**src/rtl/fetch_queue.sv**
```systemverilog
`default_nettype none
// ============================================================================
// Module   : fetch_queue
// Purpose  : Instruction-fetch front end. Owns the PC, drives the
//            instruction-memory address, and captures the same-cycle read data
//            into a small FIFO of {pc, instruction} pairs. Decode drains the
//            FIFO with valid/ready. A redirect flushes the FIFO and reloads
//            the PC.
// Options  : FETCH_QUEUE_PERF_EN adds saturating stall and flush counters.
// Revision : 1.0 - initial release
// ============================================================================
module fetch_queue #(
  parameter int                       ADDRESS_WIDTH = 32,
  parameter int                       DEPTH         = 4,
  parameter logic [ADDRESS_WIDTH-1:0] RESET_PC      = '0
) (
  input  logic                     clk_i,
  input  logic                     rst_n_i,
  output logic [ADDRESS_WIDTH-1:0] imem_addr_o,
  input  logic [ADDRESS_WIDTH-1:0] imem_rdata_i,
  input  logic                     redirect_i,
  input  logic [ADDRESS_WIDTH-1:0] redirect_pc_i,
  output logic                     instr_valid_o,
  input  logic                     instr_ready_i,
  output logic [ADDRESS_WIDTH-1:0] instr_o,
  output logic [ADDRESS_WIDTH-1:0] pc_o,
`ifdef FETCH_QUEUE_PERF_EN
  output logic [31:0]              stall_cnt_o,
  output logic [31:0]              flush_cnt_o,
`endif
  output logic                     full_o
);

  localparam int                     PTR_W      = $clog2(DEPTH);
  localparam int                     CNT_W      = PTR_W + 1;
  localparam logic [CNT_W-1:0]       C_DEPTH    = CNT_W'(DEPTH);
  localparam logic [ADDRESS_WIDTH-1:0] C_PC_STEP  = ADDRESS_WIDTH'(4);
  localparam logic [ADDRESS_WIDTH-1:0] C_ALIGN_MASK = ~ADDRESS_WIDTH'(3);

  logic [ADDRESS_WIDTH-1:0] r_pc;
  logic [CNT_W-1:0]         r_count;
  logic [PTR_W-1:0]         r_rd_ptr;
  logic [PTR_W-1:0]         r_wr_ptr;
  logic [ADDRESS_WIDTH-1:0] r_mem_pc    [DEPTH];
  logic [ADDRESS_WIDTH-1:0] r_mem_instr [DEPTH];

  logic w_valid;
  logic w_full;
  logic w_push;
  logic w_pop;

  // Full is judged on the pre-pop count, so a full queue never pushes even
  // while it is being drained; fetch resumes the following cycle.
  assign w_valid = (r_count != '0);
  assign w_full  = (r_count == C_DEPTH);
  assign w_push  = !redirect_i && (r_count < C_DEPTH);
  assign w_pop   = w_valid && instr_ready_i && !redirect_i;

  assign imem_addr_o   = r_pc;
  assign instr_valid_o = w_valid;
  assign full_o        = w_full;
  // Head entry is forced to zero while empty so stale storage never leaks out.
  assign instr_o       = w_valid ? r_mem_instr[r_rd_ptr] : '0;
  assign pc_o          = w_valid ? r_mem_pc[r_rd_ptr]    : '0;

  // Storage is write-only on push; it needs no reset because count gates reads.
  always_ff @(posedge clk_i) begin
    if (w_push) begin
      r_mem_pc[r_wr_ptr]    <= r_pc;
      r_mem_instr[r_wr_ptr] <= imem_rdata_i;
    end
  end

  // PC, pointers and occupancy; redirect overrides push and pop alike.
  always_ff @(posedge clk_i or negedge rst_n_i) begin
    if (!rst_n_i) begin
      r_pc     <= RESET_PC;
      r_count  <= '0;
      r_rd_ptr <= '0;
      r_wr_ptr <= '0;
    end else if (redirect_i) begin
      r_pc     <= redirect_pc_i & C_ALIGN_MASK;
      r_count  <= '0;
      r_rd_ptr <= '0;
      r_wr_ptr <= '0;
    end else begin
      if (w_push) begin
        r_pc     <= r_pc + C_PC_STEP;
        r_wr_ptr <= r_wr_ptr + PTR_W'(1);
      end
      if (w_pop) begin
        r_rd_ptr <= r_rd_ptr + PTR_W'(1);
      end
      r_count <= r_count + CNT_W'(w_push) - CNT_W'(w_pop);
    end
  end

`ifdef FETCH_QUEUE_PERF_EN
  logic [31:0] r_stall_cnt;
  logic [31:0] r_flush_cnt;

  assign stall_cnt_o = r_stall_cnt;
  assign flush_cnt_o = r_flush_cnt;

  // Saturating counters: stalls are full non-redirect cycles, flushes are
  // redirects that actually discarded queued entries.
  always_ff @(posedge clk_i or negedge rst_n_i) begin
    if (!rst_n_i) begin
      r_stall_cnt <= '0;
      r_flush_cnt <= '0;
    end else begin
      if (w_full && !redirect_i && (r_stall_cnt != 32'hFFFF_FFFF)) begin
        r_stall_cnt <= r_stall_cnt + 32'd1;
      end
      if (redirect_i && w_valid && (r_flush_cnt != 32'hFFFF_FFFF)) begin
        r_flush_cnt <= r_flush_cnt + 32'd1;
      end
    end
  end
`endif

endmodule
`default_nettype wire

```
**config.mk**
```make
export PLATFORM = sky130hd
export DESIGN_NAME = fetch_queue
export DESIGN_NICKNAME = d
export VERILOG_FILES = /design/src/rtl/fetch_queue.sv
export SDC_FILE = /design/constraint.sdc
export NUM_CORES = 1
export LEC_CHECK = 0
export CAP_MARGIN = 40
export CORE_UTILIZATION = 60
export CTS_BUF_LIST = sky130_fd_sc_hd__clkbuf_8
export DETAILED_ROUTE_END_ITERATION = 8
export MAX_ROUTING_LAYER = met4
export PLACE_DENSITY = 0.92
export SLEW_MARGIN = 20
export SYNTH_ARGS = -nofsm -noshare
export SYNTH_HDL_FRONTEND = slang
export SYNTH_SLANG_ARGS = --single-unit
export TNS_END_PERCENT = 50
```
**constraint.sdc**
```tcl
create_clock -name clk_i -period 8.85 [get_ports clk_i]
set_clock_uncertainty 0.2 [all_clocks]
set_input_delay 0.885 -clock clk_i [delete_from_list [all_inputs] [get_ports clk_i]]
set_output_delay 0.885 -clock clk_i [all_outputs]
set_load 0.1 [all_outputs]
```
=== Yosys cells after proc, flatten, opt, wreduce, memory -nomap -nowiden ===
Memories as Yosys holds them, arrays and structs flattened.
Index checks and enable logic that the tools add are counted.

* Reductions and logical operators: 7
* $lt $le $gt $ge: 1
* Equal/unequal tests: 1
* Add/subtract/negate cells: 5
* Muxes and demuxes: 11

{| class="wikitable"
|+ Operator list
! cell !! count
|-
| 32-bit 2-to-1 mux || 4
|-
| 32-bit by 3-bit adder with 32-bit output, second input constant || 1
|-
| 2-bit 2-to-1 mux || 4
|-
| 2-bit by 1-bit adder with 2-bit output, second input constant || 2
|-
| 2-bit nonzero test || 2
|-
| 3-bit by 1-bit adder with 3-bit output || 1
|-
| 3-bit == test, second input constant || 1
|-
| 1-bit logical AND || 3
|-
| 3-bit < comparator, second input constant || 1
|-
| 3-bit 2-to-1 mux || 1
|-
| 3-bit nonzero test || 1
|-
| 3-bit by 1-bit subtractor with 3-bit output || 1
|-
| 1-bit 2-to-1 mux || 2
|-
| 1-bit zero test || 1
|}

* Register bits after elaboration: 39
* Output and inout bits: 98
* Memories: 2
* Memory bits (writable): 256

{| class="wikitable"
|+ Memories
! memory !! words !! bits a word !! read ports !! clocked after Yosys merged registers in !! write ports !! line !! text
|-
| r_mem_instr || 4 || 32 || 1 || 0 || 1 || 45 || <nowiki>logic [ADDRESS_WIDTH-1:0] r_mem_instr [DEPTH];</nowiki>
|-
| r_mem_pc || 4 || 32 || 1 || 0 || 1 || 44 || <nowiki>logic [ADDRESS_WIDTH-1:0] r_mem_pc [DEPTH];</nowiki>
|}

=== Logic depth before layout (Yosys ltp) ===
* Depth after elaboration: 5
* Mapped depth: 12
* Depth with buffers taken out: 10

=== Least setup slack after synthesis ===
OpenSTA, ideal clock, no wires.

* Path type: flip-flop to output port
* From: reg r_count[2]
* To: out full_o
* Data required time: 7.765 ns
* Data arrival time: 2.768 ns
* Setup slack: 4.997 ns
* Path buffers: 1
* Cell stages (with the launch flop): 3
* Cell sequence: dfrtp_1 buf_2 nor3b_1

* Longest elaborated chain between the ends: 1

{| class="wikitable"
|+ Ends and longest elaborated chain
! what !! line !! text
|-
| from (decl) || 41 || <nowiki>logic [CNT_W-1:0] r_count;</nowiki>
|-
| from (signal assigned) || 94 || <nowiki>r_count <= r_count + CNT_W'(w_push) - CNT_W'(w_pop);</nowiki>
|-
| 3-bit == test || 55 || <nowiki>assign w_full = (r_count == C_DEPTH);</nowiki>
|-
| to (decl) || 31 || <nowiki>output logic full_o</nowiki>
|}

Every way passes these cells.

=== Final worst setup path ===
* From: reg r_rd_ptr[0]
* To: out pc_o[13]

* Longest elaborated chain between the ends: 2

{| class="wikitable"
|+ Ends and longest elaborated chain
! what !! line !! text
|-
| from (decl) || 42 || <nowiki>logic [PTR_W-1:0] r_rd_ptr;</nowiki>
|-
| from (signal assigned) || 92 || <nowiki>r_rd_ptr <= r_rd_ptr + PTR_W'(1);</nowiki>
|-
| memory 4 x 32 bit || - ||
|-
| 32-bit 2-to-1 mux || 64 || <nowiki>assign pc_o = w_valid ? r_mem_pc[r_rd_ptr] : '0;</nowiki>
|-
| to (decl) || 26 || <nowiki>output logic [ADDRESS_WIDTH-1:0] pc_o,</nowiki>
|}

Every way passes these cells.

==> impl_metrics.toml <==
[run_status]
outcome = "finished clean"

[power]
p_int_mw = 3.51
powerDensity_nw_per_um2 = 389
power.total_mw = 6.17
peakVddDrop_uv = 264
power_frac_comb_pct = 54.7
p_seq_share_pct = 29.6
clockPowerShare_pct = 15.7
switching_share_pct = 43.2
p_leak_nw = 5.54
switchingPower_mw = 2.66

[routing]
drt-pass1-iter-count = 5
ant_nets = 0
initialDrtViolationCount = 536
drc = 0
viasPerCell = 5.79
via_count = 6731
wl_per_cell_um = 21.6
wl_um = 25100

[clock_network]
postCtsSetupBuffers = 0
worst_skew_pair.late_latency_ns = 0.54
clockBufferDepth = 3
cts.sinks = 285
cts_buffers = 43
cts_tree = "built"
clock-root-buffer = "clkbuf_8"
clkTransAtPathRegs_ns = 0.06
htreeDepth = 2

[setup_path]
worst_path_max_delay_cell = "dfrtp_4"
worstSetupStartpointType = "flop"
critical_path.top_delay_family = "buffers and inverters"
rrSetupSlack_ns = 5.77
cp.required_ns = 7.77
crit_buf_inv = 4
crit_arrival_ns = 3.47
path_class = "reg2out"
crit_fanout = 26
cpPeakStageDelay_ns = 0.64
cp_cell_sequence = "buf_4, buf_12, mux4_2, and2_1, clkdlybuf4s50_1, buf_16"
cp-end-kind = "output pin"

[synth]
avgSynthCellArea_um2 = 18.6
yosysSeqAreaShare_pct = 72.4
yosysUniqueCellTypes = 35
netlist_top_cells_count = "248 x edfxtp_1, 68 x and2_1, 62 x mux4_2"
syn_inst = 623
yosys_warnings = 0
yosysMostFrequentCell = "edfxtp_1"
synth_flop_cell = "edfxtp_1"
yosysTopAreaCellShare_pct = 64.4
ys_seq_elements = 285
synth-edff-count = 248
synth-async-reset-ratio_pct = 13.0
synth_area_leaders = "edfxtp_1 64%, mux4_2 12%, dfrtp_1 8.0%, and2_1 3.7%, xnor2_1 1.6%"
synth_area_leader_cell = "edfxtp_1"
syn_area_um2 = 11600

[sta]
fin_crit_sh_pct = 51.5
fin_tns_setup_ns = 0
fmax_mhz = 219
tightest_slew_ns = 0.734
setup_violations = 0
relSlewSlack_pct = 51.0
hold_viol = 0
finalMaxSlewViolations = 0
worst_hold_slack_ns = 0.431
rsz0062_at_grt = "false"
period_minus_slack_ns = 4.56

[floorplanning]
dieWidth_um = 141
die_y_um = 141
initial_utilization_pct = 61.6
pin_count = 166
coreArea_um2 = 18800
rows = 50
die_area_um2 = 19800

[grt]
grt_pass1_vias = 7316
grt_use_total_pct = 27.6
grt_pass1_wl_um = 39600
grt_max_degree = 67
antenna_found_initial = 0
overflow = 0

[placed_design]
dp.cells = 1088
gp_congestion = 0.843
portBuffers = 159
dp_hpwl_um = 16000

[final_layout]
nNetsFinal = 977
diodes = 0
instances_no_fill = 1163
drive_gt1_share_pct = 26.5
utilization_pct = 84.5
area_growth_pct = 37.1

[worst_hold_path]
hp-class = "reg2reg"

[flow_run]
drv_cap = 0
-- layout make-up --
cell class                 instances  area, um^2
multi-input combinational        300        3030
clock buffer                      50         688
fill                             841        2920
tap                              234         293
sequential                       285        8380
timing repair buffer             264        3350
clock inverter                    23        90.1
inverter                           7        26.3
-- cells by family (layout without fill, tap and decap cells) --
group / count (synthesis) / in the layout / share of synthesized area (%)
AND/OR/NAND/NOR: 160 / 160 / 8.74
XOR/XNOR: 34 / 34 / 2.57
AO/OA/AOI/OAI: 27 / 27 / 1.17
multiplexers: 67 / 67 / 12.5
flip-flops: 285 / 285 / 72.4
adder cells (fa/ha/maj): 8 / 8 / 0.930
other: 1 / 4 / 0.0324
buffers and inverters: 41 / 344 / 1.61
-- power by group through the flow --
stage / sequential [mW] / clock [mW] / combinational (mW)
after floorplan: 1.91 / 0 / 1.95
after global placement: 1.83 / 0 / 2.59
after detailed placement: 1.85 / 0 / 3.40
after CTS: 1.82 / 0.985 / 3.41
after global routing: 1.84 / 1.04 / 3.50
final: 1.83 / 0.971 / 3.38
-- sequential cells by signal, summed over array words and instances (netlist names) --
name         cells
imem_addr_o     30
r_count          3
r_mem_instr    128
r_mem_pc       120
r_rd_ptr         2
r_wr_ptr         2
-- stage by stage --
stage,cell area [um^2],setup WS [ns]
global placement,13300,4.45
global route,15900,4.09
detailed placement,15000,4.80
finish,15900,4.29
floorplan,11600,5.00
CTS,15800,4.22
-- timing repair --
item	4_1_cts	5_1_grt
gates resized for setup	0	0
hold buffers	0	1
endpoints found under the hold margin	0	4
-- final timing paths --
| kind | from | endpoint | depth (start not counted) |
|---|---|---|---|
| min in group asynchronous | rst_n_i | imem_addr_o[25] | 2 |
| min reg2reg | r_wr_ptr[0] | r_wr_ptr[0] | 2 |
| max in group asynchronous | rst_n_i | r_rd_ptr[0] | 3 |
| max | r_rd_ptr[0] | pc_o[13] | 6 |
| max reg2reg | r_count[2] | r_count[2] | 10 |
| min | r_wr_ptr[0] | r_wr_ptr[0] | 2 |
-- metal layers --
metal	vias up	track usage [%]	share of wire, %
li1	2949	-	-
met1	3399	34.6	39
met2	334	45.3	52
met3	49	6.01	7.3
met4	0	9.38	2.1
met5	-	-	0
-- placed cells by master (no fill, tap or decap), types with 2 or more instances in the layout --
master           Yosys  final
o21ai_1             14     14
nor3_2               5      5
mux4_2              62     62
ha_1                 7      7
buf_16               0     15
clkdlybuf4s50_1      0    157
dfrtp_1             37     35
buf_8                0     80
and3_1               2      2
nand2_1             37     37
and4b_1              2      2
nand3_1              9      9
nor4_2               5      5
nand4_4              4      4
buf_2                8      2
and2_4               0      4
conb_1               1      4
mux2_2               3      3
o21ai_0             13     13
buf_12               0      6
nor3_1               4      4
nand4_1              3      3
xor2_1              13     13
and4_4               2      2
clkinv_1             0     10
buf_4                4      3
mux2i_1              2      2
xnor2_1             21     21
edfxtp_1           248    248
inv_1                7     19
and2_1              68     64
nor2_1              12     12
nor2b_1              2      2
clkbuf_8             0     50
-- worst min-delay path, delay by kind of cell, from the launching register on --
| kind | cells | cell delay, ns |
|---|---|---|
| simple gates | 1 | 0.09 |
| flops | 1 | 0.41 |
| xor+xnor | 1 | 0.09 |
No activity file was read; power rests on OpenSTA's default activity.
